$ cat src/rtl/hyperram_arb_pkg.sv
`default_nettype none
// ============================================================================
//  Module      : hyperram_arb_pkg
//  Description : Shared definitions for the two-requester HyperRAM command
//                arbiter: arbiter state encoding and default bus widths.
//  Contents    : HR_ADDR_W  - default HyperRAM word address width
//                HR_DATA_W  - default data word width
//                arb_state_e - IDLE / ISSUE / WAIT
//  Revision    : 1.0 - initial release
// ============================================================================
package hyperram_arb_pkg;

   localparam int unsigned HR_ADDR_W = 22;
   localparam int unsigned HR_DATA_W = 32;

   typedef enum logic [1:0] {
      IDLE  = 2'd0,
      ISSUE = 2'd1,
      WAIT  = 2'd2
   } arb_state_e;

endpackage : hyperram_arb_pkg
`default_nettype wire

$ cat src/rtl/hyperram_rr_pick.sv
`default_nettype none
// ============================================================================
//  Module      : hyperram_rr_pick
//  Description : Two-way round-robin pick. When both requesters are valid the
//                one that was not granted last wins; a lone valid requester
//                always wins; no valid requester gives no grant.
//  Ports       : valid[1:0] in  - per-requester valid
//                lastGrant  in  - index of the requester granted last
//                grant[1:0] out - one-hot (or zero) grant
//  Revision    : 1.0 - initial release
// ============================================================================
module hyperram_rr_pick (
   input  logic [1:0] valid,
   input  logic       lastGrant,
   output logic [1:0] grant
);

   always_comb begin
      grant = 2'b00;
      case (valid)
         2'b01:   grant = 2'b01;
         2'b10:   grant = 2'b10;
         2'b11:   grant = lastGrant ? 2'b01 : 2'b10;
         default: grant = 2'b00;
      endcase
   end

endmodule : hyperram_rr_pick
`default_nettype wire

$ cat src/rtl/hyperram_cmd_arbiter.sv
`default_nettype none
// ============================================================================
//  Module      : hyperram_cmd_arbiter
//  Description : Arbitrates single-word commands from two requesters onto one
//                HyperRAM controller command port. One command is in flight
//                at a time: IDLE (offer reqReady) -> ISSUE (commandEnable
//                strobe) -> WAIT (read data or write completion) -> IDLE.
//  Parameters  : ADDR_W, DATA_W, TIMEOUT_CYCLES (watchdog limit)
//  Ports       : userClock, userResetN (async active-low)
//                reqValid/reqRead/reqAddress/reqWriteData in, reqReady out
//                rspValid[1:0], rspData out
//                commandEnable, cmdRead, cmdAddress, cmdWriteData out
//                ctrlBusy, readDataValid, readReg in
//                timeoutError out (sticky)
//  Options     : HYPERRAM_ARB_TIMEOUT_EN - adds a WAIT watchdog that forces
//                completion after TIMEOUT_CYCLES cycles and sets timeoutError.
//                Undefined: no watchdog, timeoutError tied low.
//  Revision    : 1.0 - initial release
// ============================================================================
module hyperram_cmd_arbiter
   import hyperram_arb_pkg::*;
#(
   parameter int ADDR_W         = HR_ADDR_W,
   parameter int DATA_W         = HR_DATA_W,
   parameter int TIMEOUT_CYCLES = 1024
) (
   input  logic                  userClock,
   input  logic                  userResetN,
   input  logic [1:0]            reqValid,
   input  logic [1:0]            reqRead,
   input  logic [2*ADDR_W-1:0]   reqAddress,
   input  logic [2*DATA_W-1:0]   reqWriteData,
   output logic [1:0]            reqReady,
   output logic [1:0]            rspValid,
   output logic [DATA_W-1:0]     rspData,
   output logic                  commandEnable,
   output logic                  cmdRead,
   output logic [ADDR_W-1:0]     cmdAddress,
   output logic [DATA_W-1:0]     cmdWriteData,
   input  logic                  ctrlBusy,
   input  logic                  readDataValid,
   input  logic [DATA_W-1:0]     readReg,
   output logic                  timeoutError
);

   // The watchdog compares against TIMEOUT_CYCLES-1, so it needs at least 2.
   if (TIMEOUT_CYCLES < 2) begin : g_bad_timeout
      $error("hyperram_cmd_arbiter: TIMEOUT_CYCLES must be at least 2");
   end

   arb_state_e          state_q, state_d;
   logic [1:0]          reqReady_q, reqReady_d;
   logic [1:0]          rspValid_q, rspValid_d;
   logic [DATA_W-1:0]   rspData_q, rspData_d;
   logic                cmdEn_q, cmdEn_d;
   logic                cmdRead_q, cmdRead_d;
   logic [ADDR_W-1:0]   cmdAddr_q, cmdAddr_d;
   logic [DATA_W-1:0]   cmdData_q, cmdData_d;
   logic                lastGrant_q, lastGrant_d;
   logic                granted_q, granted_d;

   logic [1:0]          pickGrant;
   logic                accept;
   logic                accIdx;
   logic                done;

   hyperram_rr_pick u_pick (
      .valid     (reqValid),
      .lastGrant (lastGrant_q),
      .grant     (pickGrant)
   );

   // reqReady is registered and one-hot, so the accepted requester is simply
   // the set bit of reqReady_q. A requester that drops reqValid in the cycle
   // its ready is shown is not accepted and the pointer stays put.
   assign accept = (state_q == IDLE) && ((reqValid & reqReady_q) != 2'b00);
   assign accIdx = reqReady_q[1];

   // Completion condition in WAIT: reads finish on the read strobe, writes on
   // the first cycle the controller reports not-busy.
   assign done = cmdRead_q ? readDataValid : !ctrlBusy;

`ifdef HYPERRAM_ARB_TIMEOUT_EN
   localparam int TW = $clog2(TIMEOUT_CYCLES);

   logic [TW-1:0] wdCount_q;
   logic          wdHit;
   logic          timeoutError_q, timeoutError_d;

   assign wdHit = (state_q == WAIT) && (wdCount_q == TW'(TIMEOUT_CYCLES - 1));

   // Counts WAIT cycles; cleared everywhere else so each command starts at 0.
   always_ff @(posedge userClock or negedge userResetN) begin
      if (!userResetN) begin
         wdCount_q      <= '0;
         timeoutError_q <= 1'b0;
      end else begin
         timeoutError_q <= timeoutError_d;
         if (state_q == WAIT) begin
            wdCount_q <= wdCount_q + 1'b1;
         end else begin
            wdCount_q <= '0;
         end
      end
   end

   assign timeoutError = timeoutError_q;
`else
   assign timeoutError = 1'b0;
`endif

   always_comb begin
      state_d     = state_q;
      reqReady_d  = 2'b00;
      rspValid_d  = 2'b00;
      rspData_d   = rspData_q;
      cmdEn_d     = 1'b0;
      cmdRead_d   = cmdRead_q;
      cmdAddr_d   = cmdAddr_q;
      cmdData_d   = cmdData_q;
      lastGrant_d = lastGrant_q;
      granted_d   = granted_q;
`ifdef HYPERRAM_ARB_TIMEOUT_EN
      timeoutError_d = timeoutError_q;
`endif

      case (state_q)
         IDLE: begin
            if (accept) begin
               cmdRead_d   = reqRead[accIdx];
               cmdAddr_d   = accIdx ? reqAddress[2*ADDR_W-1:ADDR_W]
                                    : reqAddress[ADDR_W-1:0];
               cmdData_d   = accIdx ? reqWriteData[2*DATA_W-1:DATA_W]
                                    : reqWriteData[DATA_W-1:0];
               lastGrant_d = accIdx;
               granted_d   = accIdx;
               cmdEn_d     = 1'b1;
               state_d     = ISSUE;
            end else if (!ctrlBusy) begin
               reqReady_d = pickGrant;
            end
         end

         ISSUE: begin
            state_d = WAIT;
         end

         WAIT: begin
            if (done) begin
               rspData_d  = cmdRead_q ? readReg : '0;
               rspValid_d = granted_q ? 2'b10 : 2'b01;
               state_d    = IDLE;
            end
`ifdef HYPERRAM_ARB_TIMEOUT_EN
            else if (wdHit) begin
               rspData_d      = '0;
               rspValid_d     = granted_q ? 2'b10 : 2'b01;
               timeoutError_d = 1'b1;
               state_d        = IDLE;
            end
`endif
         end

         default: begin
            state_d = IDLE;
         end
      endcase
   end

   always_ff @(posedge userClock or negedge userResetN) begin
      if (!userResetN) begin
         state_q     <= IDLE;
         reqReady_q  <= 2'b00;
         rspValid_q  <= 2'b00;
         rspData_q   <= '0;
         cmdEn_q     <= 1'b0;
         cmdRead_q   <= 1'b0;
         cmdAddr_q   <= '0;
         cmdData_q   <= '0;
         lastGrant_q <= 1'b1;   // requester 0 wins the first tie
         granted_q   <= 1'b0;
      end else begin
         state_q     <= state_d;
         reqReady_q  <= reqReady_d;
         rspValid_q  <= rspValid_d;
         rspData_q   <= rspData_d;
         cmdEn_q     <= cmdEn_d;
         cmdRead_q   <= cmdRead_d;
         cmdAddr_q   <= cmdAddr_d;
         cmdData_q   <= cmdData_d;
         lastGrant_q <= lastGrant_d;
         granted_q   <= granted_d;
      end
   end

   assign reqReady      = reqReady_q;
   assign rspValid      = rspValid_q;
   assign rspData       = rspData_q;
   assign commandEnable = cmdEn_q;
   assign cmdRead       = cmdRead_q;
   assign cmdAddress    = cmdAddr_q;
   assign cmdWriteData  = cmdData_q;

endmodule : hyperram_cmd_arbiter
`default_nettype wire

$ cat config.mk
export PLATFORM = sky130hd
export DESIGN_NAME = hyperram_cmd_arbiter
export DESIGN_NICKNAME = d
export VERILOG_FILES = /design/src/rtl/hyperram_arb_pkg.sv /design/src/rtl/hyperram_rr_pick.sv /design/src/rtl/hyperram_cmd_arbiter.sv
export SDC_FILE = /design/constraint.sdc
export NUM_CORES = 1
export LEC_CHECK = 0
export ABC_AREA = 1
export ABC_CLOCK_PERIOD_IN_PS = 1700
export BUFFER_PORTS_ARGS = -buffer_cell sky130_fd_sc_hd__buf_2
export CORE_ASPECT_RATIO = 0.5
export CORE_UTILIZATION = 46
export CTS_CLUSTER_DIAMETER = 80
export CTS_CLUSTER_SIZE = 12
export DETAILED_ROUTE_END_ITERATION = 6
export PLACE_DENSITY = 0.85
export SKIP_CTS_REPAIR_TIMING = 1
export SLEW_MARGIN = 10
export SYNTH_ARGS = -nofsm -noshare
export SYNTH_HDL_FRONTEND = slang
export SYNTH_SLANG_ARGS = --single-unit
$ cat constraint.sdc
create_clock -name userClock -period 1.7 [get_ports userClock]
set_clock_uncertainty 0.2 [all_clocks]
set_input_delay 0.51 -clock userClock [delete_from_list [all_inputs] [get_ports userClock]]
set_output_delay 0.51 -clock userClock [all_outputs]
set_load 0.02 [all_outputs]
# After elaboration in Yosys (flattened, before gate mapping)
# Index checks and enable logic that the tools add are counted.
# op_classes
magnitude_cmp,1
eq_ne,7
mux,19
n_bitwise,1
n_reduce_logical,7
# op_table
op,n
$mux 32,2
$mux 22,1
$mux 2,9
$pmux 2 s3,2
$eq 2x2->1 const B,3
$reduce_and 2->1,3
$mux 1,5
$eq 2x1->1 const B,2
$ne 2x2->1 const B,2
$and 2x2->2,1
$logic_not 2->1,1
$lt 1x2->1 const B,1
$reduce_bool 2->1,1
$logic_and 1x1->1,1
$logic_not 1->1,1
# totals
register_bits,96
in_bits,148
output_inout_bits,93
word_cells,45

# Logic depth before layout (Yosys ltp)
# logic_depth
word_depth,5
depth_mapped,7

# Cells and area by module
# From an unflattened synthesis, not the netlist that was laid out.
# unflattened
cells_unflattened,669
hier_area_um2,4739.5
# modules_own_cells
mod,n_inst,cells_each,area_per_inst_um2,seq_area_each_um2
hyperram_cmd_arbiter,1,664,4718.3,2403.6
hyperram_rr_pick,1,5,21.3,0.0

# Least setup slack after synthesis
# Ideal clock, no wire load.
# synth_timing
path_kind,register to register
start,"register cmdRead_q, in the netlist cmdRead"
end,"register rspData_q[10], in the netlist rspData[10]"
setup_time_ns,0.117
t_arrival_ns,1.143
required_time_ns,1.383
slack_ns,0.240
stages_incl_launch_ff,8
synth_period_minus_slack_ns,1.460
cell_sequence,dfrtp_1 -> buf_2 -> inv_1 -> nand2_1 -> nand3_2 -> buf_2 -> nand2_1 -> nand2_1
# synth_between
elab_chain_len,2
elab_cells_between_ends,3
cone_classes,mux (2); reduce/logical (1)
# synth_rtl
element,line,text
from (decl),hyperram_cmd_arbiter.sv:56,"logic cmdRead_q, cmdRead_d;"
from (signal assigned),hyperram_cmd_arbiter.sv:188,cmdRead_q <= cmdRead_d;
$mux 1,hyperram_cmd_arbiter.sv:81,assign done = cmdRead_q ? readDataValid : !ctrlBusy;
$reduce_and 2->1 (no line),-,
to (signal assigned),hyperram_cmd_arbiter.sv:186,rspData_q <= rspData_d;
to (decl),hyperram_cmd_arbiter.sv:54,"logic [DATA_W-1:0] rspData_q, rspData_d;"
# Parallel ways exist; a longest one is shown, timed or not.
# A chain may end at the register's enable or synchronous reset.

# Worst setup path in the final report
# layout_timing
start,"register reqReady_q[1], in the netlist reqReady[1]"
end,output port reqReady[1]
# layout_lines
element,line,text
from (decl),hyperram_cmd_arbiter.sv:52,"logic [1:0] reqReady_q, reqReady_d;"
from (signal assigned),hyperram_cmd_arbiter.sv:184,reqReady_q <= reqReady_d;
to (decl),hyperram_cmd_arbiter.sv:33,"output logic [1:0] reqReady,"
# No word-level cell between the ends.

==> metrics.md <==
| Metric | Value |
|---|---|
| Final WL | `12.8 mm` |
| Final count of negative-setup-slack endpoints | `0` |
| Worst-path clk slew | `0.06 ns` |
| Hold WC Path Type | `in2reg` |
| Die X | `146 um` |
| Residual DRC | `0` |
| Fin crit period | `1.66 ns` |
| Post-DP HPWL | `9.46 mm` |
| Share of cells above drive strength 1 | `0.316` |
| Dpl cells | `1020` |
| Commonest cells after routing, fill and taps aside | `384 x nand2_1, 238 x buf_2, 93 x dfrtp_1` |
| Power per cell area | `1660 nW/um^2` |
| Setup TNS | `0 ns` |
| Fin cells | `1036` |
| Worst path buffer plus inverter count | `1` |
| Wire per inst | `12.3 um` |
| Starting DRT DRC Count | `295` |
| Register area share after synthesis | `0.506` |
| Setup crit end kind | `output port` |
| DR pass1 iterations | `5` |
| Yosys warning count | `0` |
| I/O Buffers | `239` |
| Total grt overflow | `0` |
| Slowest stage delay, CP | `0.45 ns` |
| Slew Limit Fails | `0` |
| First-pass GRT wire length | `21.2 mm` |
| Htree depth | `3` |
| Later-pin clock latency in the skew report | `0.33 ns` |
| Max stage delay cell, worst path | `dfrtp_2` |
| Worst vdd ir | `0.000616 V` |
| Netlist cell types | `17` |
| Num CTS Buffers | `9` |
| Crit path kind | `reg2out` |
| Peak Freq | `0.603 GHz` |
| Clk sink count | `96` |
| GR Util All Layers | `0.249` |
| Die Area | `10800 sq um` |
| Final hold vios | `0` |
| Core area | `9730 sq um` |
| Starting density of the core | `0.488` |
| Syn Nets | `816` |
| Synth-to-Final Area Change | `35.5%` |
| # diodes | `0` |
| CP Data Required Time | `0.99 ns` |
| Tcrit/Tclk final | `0.976` |
| Mapped Cells | `668` |
| RePlAce Congestion | `0.818` |
| Clock Path Buffers | `2` |
| Top delay family on crit path | `flip-flops` |
| Leading cell type in the layout, fill and taps excluded | `nand2_1` |
| Critical Path Start Type | `flop` |
| Row count | `25` |
| CP Max Fanout | `6` |
| CTS root buffer | `clkbuf_16` |
| Number of vias per cell | `4.79` |
| CP cell instances | `buf_2` |
| Synth area leader | `dfrtp_1` |
| WHS | `0.250 ns` |
| Post-Syn Area per Cell | `7.10 sq um` |
| #FFs+latches synth | `96` |
| Antenna violations before repair | `0` |
| Setup WS pre-CTS | `0.0993 ns` |
| CTS tree | `built` |
| Final critical-path setup slack | `0.0403 ns` |
| Yosys top cell area share | `0.501` |
| Die H | `73.8 um` |
| Antenna viol nets, final | `0` |
| LEAKAGE | `0.00417 uW` |
| Net count, final | `1046` |
| Largest net degree at the start of global routing | `42` |
| Critical Path AT | `0.95 ns` |
| Io pins | `241` |
| Vias in the first global route | `4587` |
| Max-cap viol count | `0` |
| Unrepaired setup endpoints after global routing | `false` |
| Vias | `4961` |
| Outcome | `finished, final reports clean` |
| Mapped Area | `4750 sq um` |
| Synth area leaders | `dfrtp_1 50%, nand2_1 31%, nand3_1 9.5%, inv_1 3.2%, buf_2 3.2%` |
==> power by group <==
group,internal [uW],switching [uW],total [uW],leakage (uW)
Combinational,1650,3350,4990,0.00280
Sequential,3230,531,3760,0.00124
Clock,1120,805,1920,0.000134
Total,5990,4680,10700,0.00417
==> cell usage after synthesis (all sizes together) <==
library cell and n:
nand3 91, nand2 386, nor2 6, inv 43
conb 1, o21ai 2, dfstp 1, clkbuf 9
dfrtp 95, buf 34
==> worst paths after layout <==
check	start	to	slack [ns]	depth (start not counted)
setup / recovery	reqReady[1]$_DFF_PN0_	reqReady[1]	0.04	1
hold / removal	reqValid[1]	reqReady[1]$_DFF_PN0_	0.25	3
setup reg to reg	reqReady[1]$_DFF_PN0_	cmdRead$_DFFE_PN0P_	0.16	6
hold reg to reg	rspData[25]$_DFFE_PN0P_	rspData[25]$_DFFE_PN0P_	0.26	2
max in group asynchronous	userResetN	lastGrant_q$_DFFE_PN1P_	0.44	3
min in group asynchronous	userResetN	cmdWriteData[22]$_DFFE_PN0P_	0.37	2
==> kinds of logic after synthesis <==
| logic type | Yosys count | share of synthesized area |
|---|---|---|
| other cells | 1 | 0.000790 |
| simple gates | 483 | 0.409 |
| flops | 96 | 0.506 |
| buf+inv | 86 | 0.0807 |
| compound gates | 2 | 0.00290 |
==> cell type report <==
class / instances / area (sq um)
Fill cell: 842 / 3300
Tap cell: 135 / 169
Clock inverter: 4 / 47.5
Inverter: 43 / 161
Timing Repair Buffer: 262 / 1450
Clock buffer: 10 / 229
Sequential cell: 96 / 2410
Multi-Input combinational cell: 486 / 1970
==> metrics by stage <==
stage / total power [uW] / util / area (sq um)
after global placement: 8620 / 0.631 / 6140
after floorplan: 6930 / - / 4750
after CTS: 10700 / 0.659 / 6410
after detailed placement: 8770 / 0.631 / 6140
final: 10700 / 0.661 / 6430
after global routing: 11400 / 0.661 / 6430
==> registers in the layout, indices dropped and copies added, names as in the netlist <==
name	flops
cmdAddress	22
granted_q	1
rspData	32
cmdRead	1
reqReady	2
rspValid	2
state_q	2
commandEnable	1
lastGrant_q	1
cmdWriteData	32
==> layer usage <==
layer  part of all wire  global-route usage  routed length [um]  up-vias
li1                   -                   -                   -     2483
met1               0.42               0.302                5390     2259
met2               0.50               0.441                6360      184
met3              0.050              0.0466                 641       35
met4              0.030               0.122                 383        0
met5                  0                   0                   0        -
Note: power is estimated with default switching activity, not from simulation.
